==> config.mk <==
export PLATFORM = sky130hd
export DESIGN_NAME = axis_row_producer_flat
export DESIGN_NICKNAME = d
export VERILOG_FILES = /design/src/rtl/axis_row_producer_pkg.sv /design/src/rtl/axis_row_producer_if.sv /design/src/rtl/axis_row_producer_pattern.sv /design/src/rtl/axis_row_producer.sv /design/src/flat_wrapper.sv
export SDC_FILE = /design/constraint.sdc
export NUM_CORES = 1
export LEC_CHECK = 0
export ABC_CLOCK_PERIOD_IN_PS = 19230
export CAP_MARGIN = 5
export CORE_AREA = 5 5 256 258
export CTS_CLUSTER_SIZE = 12
export DETAILED_ROUTE_END_ITERATION = 16
export DIE_AREA = 0 0 261 263
export PLACE_DENSITY = 0.55
export SETUP_SLACK_MARGIN = 0.2
export SYNTH_ARGS = -nofsm -noshare
export SYNTH_HDL_FRONTEND = slang
export SYNTH_SLANG_ARGS = --single-unit
==> constraint.sdc <==
create_clock -name clk -period 19.23 [get_ports clk]
set_input_delay 1.923 -clock clk [delete_from_list [all_inputs] [get_ports clk]]
set_output_delay 1.923 -clock clk [all_outputs]
set_load 0.02 [all_outputs]
==> src/rtl/axis_row_producer_pkg.sv <==
// Shared constants for the AXI-Stream row producer: packet types, lane masks,
// default row length and FSM state codes.
package axis_producer_pkg;

  localparam logic [7:0] PKT_HEADER  = 8'h00;
  localparam logic [7:0] PKT_AXI_REQ = 8'h01;  // reserved, never emitted here
  localparam logic [7:0] PKT_TRAILER = 8'h02;

  // Index k selects the mask applied to lane k mod 4.
  localparam logic [3:0][31:0] LANE_MASK = {32'h5555_5555, 32'hAAAA_AAAA,
                                            32'hFFFF_FFFF, 32'h0000_0000};

  localparam int DATA_CYCLES = 32;

  localparam logic [2:0] ST_IDLE    = 3'd0;
  localparam logic [2:0] ST_HEADER  = 3'd1;
  localparam logic [2:0] ST_DATA    = 3'd2;
  localparam logic [2:0] ST_TRAILER = 3'd3;
  localparam logic [2:0] ST_GAP     = 3'd4;

endpackage

==> src/rtl/axis_row_producer_if.sv <==
// AXI-Stream bundle between the row producer and its consumer.
interface axis_row_producer_if #(
  parameter int DATA_WIDTH = 512
);
  logic [DATA_WIDTH-1:0] TDATA;
  logic                  TVALID;
  logic                  TREADY;

  modport master (output TDATA, output TVALID, input TREADY);
  modport slave  (input TDATA, input TVALID, output TREADY);
endinterface

==> src/rtl/axis_row_producer_pattern.sv <==
// Data-beat pattern: every 32-bit lane is the seed XORed with a per-lane mask.
module row_pattern_gen #(
  parameter int DATA_WIDTH = 512
) (
  input  logic [31:0]           i_seed,
  input  logic                  i_inject,
  output logic [DATA_WIDTH-1:0] o_data
);
  import axis_producer_pkg::*;

  localparam int NUM_LANES = DATA_WIDTH / 32;

  for (genvar k = 0; k < NUM_LANES; k++) begin : g_lane
    // Error injection flips only lane 1 bit 0.
    logic [31:0] w_flip;
    assign w_flip = (k == 1) ? {31'b0, i_inject} : 32'b0;
    assign o_data[32*k +: 32] = i_seed ^ LANE_MASK[k % 4] ^ w_flip;
  end

endmodule

==> src/rtl/axis_row_producer.sv <==
// Streams row_count rows of header / DATA_CYCLES data / trailer beats with an
// optional idle gap between rows.
module axis_row_producer #(
  parameter int DATA_WIDTH  = 512,
  parameter int DATA_CYCLES = axis_producer_pkg::DATA_CYCLES
) (
  input  logic        clk,
  input  logic        reset,
  input  logic        start,
  input  logic [63:0] row_count,
  input  logic [15:0] gap_cycles,
  input  logic        inject_error,
  output logic        busy,
  output logic        done,
  output logic [63:0] rows_sent,
  axis_row_producer_if.master AXIS_OUT
);
  import axis_producer_pkg::*;

  localparam int BW = $clog2(DATA_CYCLES + 1);

  logic [2:0]            r_state;
  logic [63:0]           r_row_idx;
  logic [63:0]           r_rows_total;
  logic [63:0]           r_rows_sent;
  logic [15:0]           r_gap;
  logic [15:0]           r_gap_cnt;
  logic [BW-1:0]         r_beat;
  logic [31:0]           r_seed;
  logic                  r_inject;
  logic                  r_done;

  logic                  w_tvalid;
  logic                  w_hs;
  logic                  w_last_beat;
  logic                  w_last_row;
  logic                  w_inject_now;
  logic [DATA_WIDTH-1:0] w_pattern;
  logic [DATA_WIDTH-1:0] w_tdata;

  assign w_tvalid     = (r_state == ST_HEADER) || (r_state == ST_DATA) ||
                        (r_state == ST_TRAILER);
  assign w_hs         = w_tvalid && AXIS_OUT.TREADY;
  assign w_last_beat  = (r_beat == BW'(DATA_CYCLES - 1));
  assign w_last_row   = (r_row_idx == r_rows_total - 64'd1);
  assign w_inject_now = r_inject && (r_row_idx == 64'd0) && (r_beat == '0);

  row_pattern_gen #(.DATA_WIDTH(DATA_WIDTH)) u_pattern (
    .i_seed   (r_seed),
    .i_inject (w_inject_now),
    .o_data   (w_pattern)
  );

  // TDATA is decoded from registers that only move on a handshake, so it
  // holds steady through back-pressure and drops to zero with reset.
  always_comb begin
    w_tdata = '0;
    case (r_state)
      ST_HEADER:  w_tdata = {PKT_HEADER, {(DATA_WIDTH-72){1'b0}}, r_row_idx};
      ST_DATA:    w_tdata = w_pattern;
      ST_TRAILER: w_tdata = {PKT_TRAILER, {(DATA_WIDTH-72){1'b0}}, r_row_idx};
      default:    w_tdata = '0;
    endcase
  end

  always_ff @(posedge clk or posedge reset) begin
    if (reset) begin
      r_state      <= ST_IDLE;
      r_row_idx    <= '0;
      r_rows_total <= '0;
      r_rows_sent  <= '0;
      r_gap        <= '0;
      r_gap_cnt    <= '0;
      r_beat       <= '0;
      r_seed       <= '0;
      r_inject     <= 1'b0;
      r_done       <= 1'b0;
    end else begin
      r_done <= 1'b0;
      case (r_state)
        ST_IDLE: begin
          if (start) begin
            r_rows_total <= row_count;
            r_gap        <= gap_cycles;
            r_inject     <= inject_error;
            r_row_idx    <= '0;
            r_rows_sent  <= '0;
            r_seed       <= '0;
            r_beat       <= '0;
            if (row_count != 64'd0) r_state <= ST_HEADER;
            else                    r_done  <= 1'b1;
          end
        end
        ST_HEADER: begin
          if (w_hs) begin
            r_beat  <= '0;
            r_state <= ST_DATA;
          end
        end
        ST_DATA: begin
          if (w_hs) begin
            r_seed <= r_seed + 32'd1;
            r_beat <= r_beat + BW'(1);
            if (w_last_beat) r_state <= ST_TRAILER;
          end
        end
        ST_TRAILER: begin
          if (w_hs) begin
            r_rows_sent <= r_rows_sent + 64'd1;
            if (w_last_row) begin
              r_state <= ST_IDLE;
              r_done  <= 1'b1;
            end else begin
              r_row_idx <= r_row_idx + 64'd1;
              if (r_gap != 16'd0) begin
                r_gap_cnt <= r_gap;
                r_state   <= ST_GAP;
              end else begin
                r_state <= ST_HEADER;
              end
            end
          end
        end
        ST_GAP: begin
          if (r_gap_cnt == 16'd1) r_state <= ST_HEADER;
          else                    r_gap_cnt <= r_gap_cnt - 16'd1;
        end
        default: r_state <= ST_IDLE;
      endcase
    end
  end

  assign AXIS_OUT.TDATA  = w_tdata;
  assign AXIS_OUT.TVALID = w_tvalid;
  assign busy            = (r_state != ST_IDLE);
  assign done            = r_done;
  assign rows_sent       = r_rows_sent;

endmodule

==> src/flat_wrapper.sv <==
// flat-port wrapper written by rule: the top's interface ports become plain ports
module axis_row_producer_flat import axis_producer_pkg::*;
#(
  parameter int DATA_WIDTH  = 512,
  parameter int DATA_CYCLES = axis_producer_pkg::DATA_CYCLES
)
  (clk, reset, start, row_count, gap_cycles, inject_error, busy, done, rows_sent, AXIS_OUT_TDATA, AXIS_OUT_TVALID, AXIS_OUT_TREADY);
  axis_row_producer_if #(.DATA_WIDTH(DATA_WIDTH)) AXIS_OUT_i ();
  input  logic clk;
  input  logic reset;
  input  logic start;
  input  logic [63:0] row_count;
  input  logic [15:0] gap_cycles;
  input  logic inject_error;
  output logic busy;
  output logic done;
  output logic [63:0] rows_sent;
  output wire logic [$bits(AXIS_OUT_i.TDATA)-1:0] AXIS_OUT_TDATA;
  output wire logic [$bits(AXIS_OUT_i.TVALID)-1:0] AXIS_OUT_TVALID;
  input wire logic [$bits(AXIS_OUT_i.TREADY)-1:0] AXIS_OUT_TREADY;
  assign AXIS_OUT_TDATA = AXIS_OUT_i.TDATA;
  assign AXIS_OUT_TVALID = AXIS_OUT_i.TVALID;
  assign AXIS_OUT_i.TREADY = AXIS_OUT_TREADY;
  axis_row_producer #(.DATA_WIDTH(DATA_WIDTH), .DATA_CYCLES(DATA_CYCLES)) u_core (.clk(clk), .reset(reset), .start(start), .row_count(row_count), .gap_cycles(gap_cycles), .inject_error(inject_error), .busy(busy), .done(done), .rows_sent(rows_sent), .AXIS_OUT(AXIS_OUT_i));
endmodule
==> flow_metrics.py <==
metrics = {
    "worst_setup_path": {
        "end_kind": "primary output",
        "crit_chain": "buf_4, nand2_2, nor2_1, clkdlybuf4s50_1",
        "crit_path_start_kind": "register",
        "r2r_slack_ns": 13.24,
        "critical_path.slowest_cell": "nor2_1",
        "critPathRequiredTime_ns": 17.31,
        "worstPathArrival_ns": 4.09,
        "r2r-start": "u_core.r_rows_total[0]",
        "critPathMaxStageDelay_ns": 1.19,
        "crit_type": "register to primary output",
        "cp_max_fo": 48,
        "r2r_end": "u_core.r_row_idx[37]",
        "reg2reg_depth": 13,
    },
    "route": {
        "via_per_inst": 5.38,
        "wl_um": 91900,
        "wl_per_cell_um": 26.0,
        "vias": 19000,
        "route.detailed.drc": 0,
        "drt_iter0_markers": 1678,
        "firstDrtPassIters": 5,
        "detail-route-antenna-nets": 0,
    },
    "timing": {
        "worst_hold_slack_ns": 0.501,
        "layout_setup_ws_ns": 13.22,
        "setup-tns-final_ns": 0,
        "period_share": 0.313,
        "slew_viol_final": 0,
        "hold_violations": 0,
        "rsz0062_at_grt": "no",
        "skew_ns": 0.0310,
        "relSlewSlack": 0.184,
        "setup_viol": 0,
        "fmax_mhz": 166,
        "min_period_ns": 6.01,
        "worstMarginPinSlew_ns": 1.22,
    },
    "floorplan": {
        "die_area_mm2": 0.0686,
        "pin_count": 664,
        "num_rows": 92,
        "die_h_um": 263,
        "fp.dieW_um": 261,
        "start_util": 0.315,
        "core_area_mm2": 0.0627,
    },
    "global_route": {
        "grt_pass1_wl_um": 132000,
        "gr-total-overflow": 0,
        "grt_pass1_vias": 18600,
        "antenna_found_initial": 2,
        "grt_use_total": 0.254,
        "grt_max_degree": 157,
    },
    "power": {
        "power_density_mw_per_mm2": 128,
        "ir_drop_uv": 86.3,
        "p_leak_nw": 10.6,
    },
    "synthesis": {
        "synth_edf_count": 0,
        "ys_types": 76,
        "synth_cells": 2458,
        "syn-cell-area_mm2": 0.0198,
        "synth_warnings": 0,
        "async_reset_ff_frac": 1.00,
        "seq_area_frac_synth": 0.338,
        "syn_nets": 2552,
        "synth_seq_cells": 267,
        "syn_avg_cell_area_um2": 8.05,
        "synthFlopType": "dfrtp_1",
    },
    "layout": {
        "multi_input_area_mm2": 0.00953,
        "fillers": 6246,
        "seq_area_mm2": 0.00668,
        "post-route-util": 0.406,
        "final_area_mm2": 0.0254,
        "nets": 2753,
        "syn_to_final_growth_pct": 28.6,
        "diodes": 0,
        "drive_gt1_frac": 0.0414,
    },
    "placed_design": {
        "post_dp_cell_area_mm2": 0.0242,
        "gp_routability_congestion": 0.958,
        "hpwl_um": 71400,
        "portBuffers": 663,
        "dp_slack_ns": 12.69,
    },
    "clock_network": {
        "ctsResizeCount": 0,
        "clockBufferDepth": 3,
        "cts_root_buf": "clkbuf_16",
        "htreeDepth": 2,
        "cts_tree": "built",
        "cts_hold_buffers": 0,
        "clock-sinks": 267,
        "cts_made_buffers": 35,
        "post-cts-setup-buffers": 0,
        "clk_pin_slew_ns": 0.06,
        "clkLatencyLatePin_ns": 0.56,
    },
    "worst_hold_path": {
        "min_path_type": "register to register",
        "min-delay-start": "u_core.r_inject",
        "hold_depth": 2,
        "hold_end": "u_core.r_inject",
    },
    "job": {
        "max-cap-violations": 0,
    },
    "status": {
        "status": "complete, no violations",
    },
}
-- cells by family (layout without fill, tap and decap cells) --
kind of cell    count (synthesis)  in the layout  share of synthesized area
buf+inv                       564            790                      0.183
xor+xnor                      168            168                     0.0744
mux                            18             18                    0.00923
compound gates                346            346                      0.114
flops                         267            267                      0.338
simple gates                 1086           1086                      0.277
fa+ha+maj                       9              9                    0.00569
-- layout by cell type (no fill, tap or decap), types with 11 or more instances in the layout --
master and instances:
clkdlybuf4s50_1 663, nand2_1 357, dfrtp_1 267, nor2_1 183, xor2_1 100, nor4_1 88
a21oi_1 84, nand3_1 78, o21ai_0 76, nand4_1 68, xnor2_1 68, and3_1 63
a21o_1 58, or3_1 56, nor3_1 45, inv_1 42, or4_1 39, clkbuf_16 35
o31ai_1 27, buf_4 20, o22ai_1 18, nand2b_1 16, mux2i_1 16, and4_1 16
a31oi_1 16, and2_1 13, nor2b_1 11
-- Yosys cell counts, drive strengths merged, types with 3 or more instances --
| library cell | number | share of area |
|---|---|---|
| buf | 404 | 0.15 |
| nand2 | 358 | 0.068 |
| dfrtp | 267 | 0.34 |
| nor2 | 190 | 0.037 |
| clkbuf | 117 | 0.022 |
| xor2 | 100 | 0.044 |
| nor4 | 91 | 0.030 |
| a21oi | 85 | 0.021 |
| nand3 | 78 | 0.020 |
| o21ai | 78 | 0.020 |
| nand4 | 68 | 0.021 |
| xnor2 | 68 | 0.030 |
| and3 | 63 | 0.020 |
| a21o | 58 | 0.022 |
| or3 | 56 | 0.018 |
| nor3 | 46 | 0.012 |
| inv | 43 | 0.0082 |
| or4 | 40 | 0.015 |
| o31ai | 27 | 0.010 |
| o22ai | 18 | 0.0057 |
| a31oi | 16 | 0.0051 |
| and4 | 16 | 0.0071 |
| mux2i | 16 | 0.0081 |
| nand2b | 16 | 0.0051 |
| and2 | 13 | 0.0041 |
| nor2b | 11 | 0.0035 |
| ha | 9 | 0.0057 |
| o211ai | 9 | 0.0034 |
| or2 | 8 | 0.0025 |
| nor4b | 7 | 0.0031 |
| a2111oi | 6 | 0.0036 |
| nand3b | 6 | 0.0023 |
| o32a | 6 | 0.0030 |
| or4b | 6 | 0.0032 |
| nand4b | 5 | 0.0022 |
| nor3b | 5 | 0.0019 |
| a22oi | 3 | 0.0011 |
| o2111ai | 3 | 0.0013 |
| o211a | 3 | 0.0015 |
| o21a | 3 | 0.0011 |
| o221ai | 3 | 0.0013 |
| o31a | 3 | 0.0013 |
-- layer usage --
layer | track usage | up-vias | routed length (um)
met5 | 0 | - | 13
met4 | 0.0655 | 2 | 2410
met3 | 0.0663 | 120 | 8360
met2 | 0.420 | 888 | 43100
met1 | 0.332 | 9423 | 38100
li1 | - | 8569 | -
-- report_power, final --
part	total [mW]	switching (mW)	internal (mW)
Clock	0.681	0.274	0.407
Combinational	1.70	1.05	0.653
Sequential	0.865	0.195	0.670
-- stage by stage --
stage                     total power, mW  instances
after floorplan                      1.94       2458
after global placement               2.56       3467
after detailed placement             2.57       3467
after CTS                            3.27       3529
after global routing                 3.41       3530
final                                3.25       3530
-- registers in the layout, summed over array words and instances, names as in the netlist --
register / count
u_core.done: 1
u_core.r_beat: 6
u_core.r_gap: 16
u_core.r_gap_cnt: 16
u_core.r_inject: 1
u_core.r_row_idx: 64
u_core.r_rows_total: 64
u_core.r_seed: 32
u_core.r_state: 3
u_core.rows_sent: 64
-- final cells by class --
type | instances | share of cell area
clock buffer | 49 | 0.0392
clock inverter | 13 | 0.00733
inverter | 43 | 0.00664
multi-input combinational | 1627 | 0.375
sequential | 267 | 0.263
tap | 846 | 0.0416
timing repair buffer | 685 | 0.268
-- how the worst max path moves through the flow --
| stage | start | endpoint | slack (ns) | cells after the start |
|---|---|---|---|---|
| floorplan | reset | u_core.done | 9.95 | 1 |
| global placement | start | u_core.rows_sent[63] | 12.80 | 12 |
| detailed placement | start | u_core.rows_sent[63] | 12.69 | 12 |
| CTS | u_core.r_state[1] | AXIS_OUT_TDATA[91] | 13.14 | 4 |
| global route | start | u_core.rows_sent[63] | 12.88 | 12 |
| finish | u_core.r_state[1] | AXIS_OUT_TDATA[91] | 13.22 | 4 |
-- critical path, delay by kind of cell (launching register included) --
family	cells	cell delay (ns)
buffers and inverters	2	1.29
DFF	1	0.32
and+or+nand+nor	2	1.88
(Power assumes the default switching activity.)
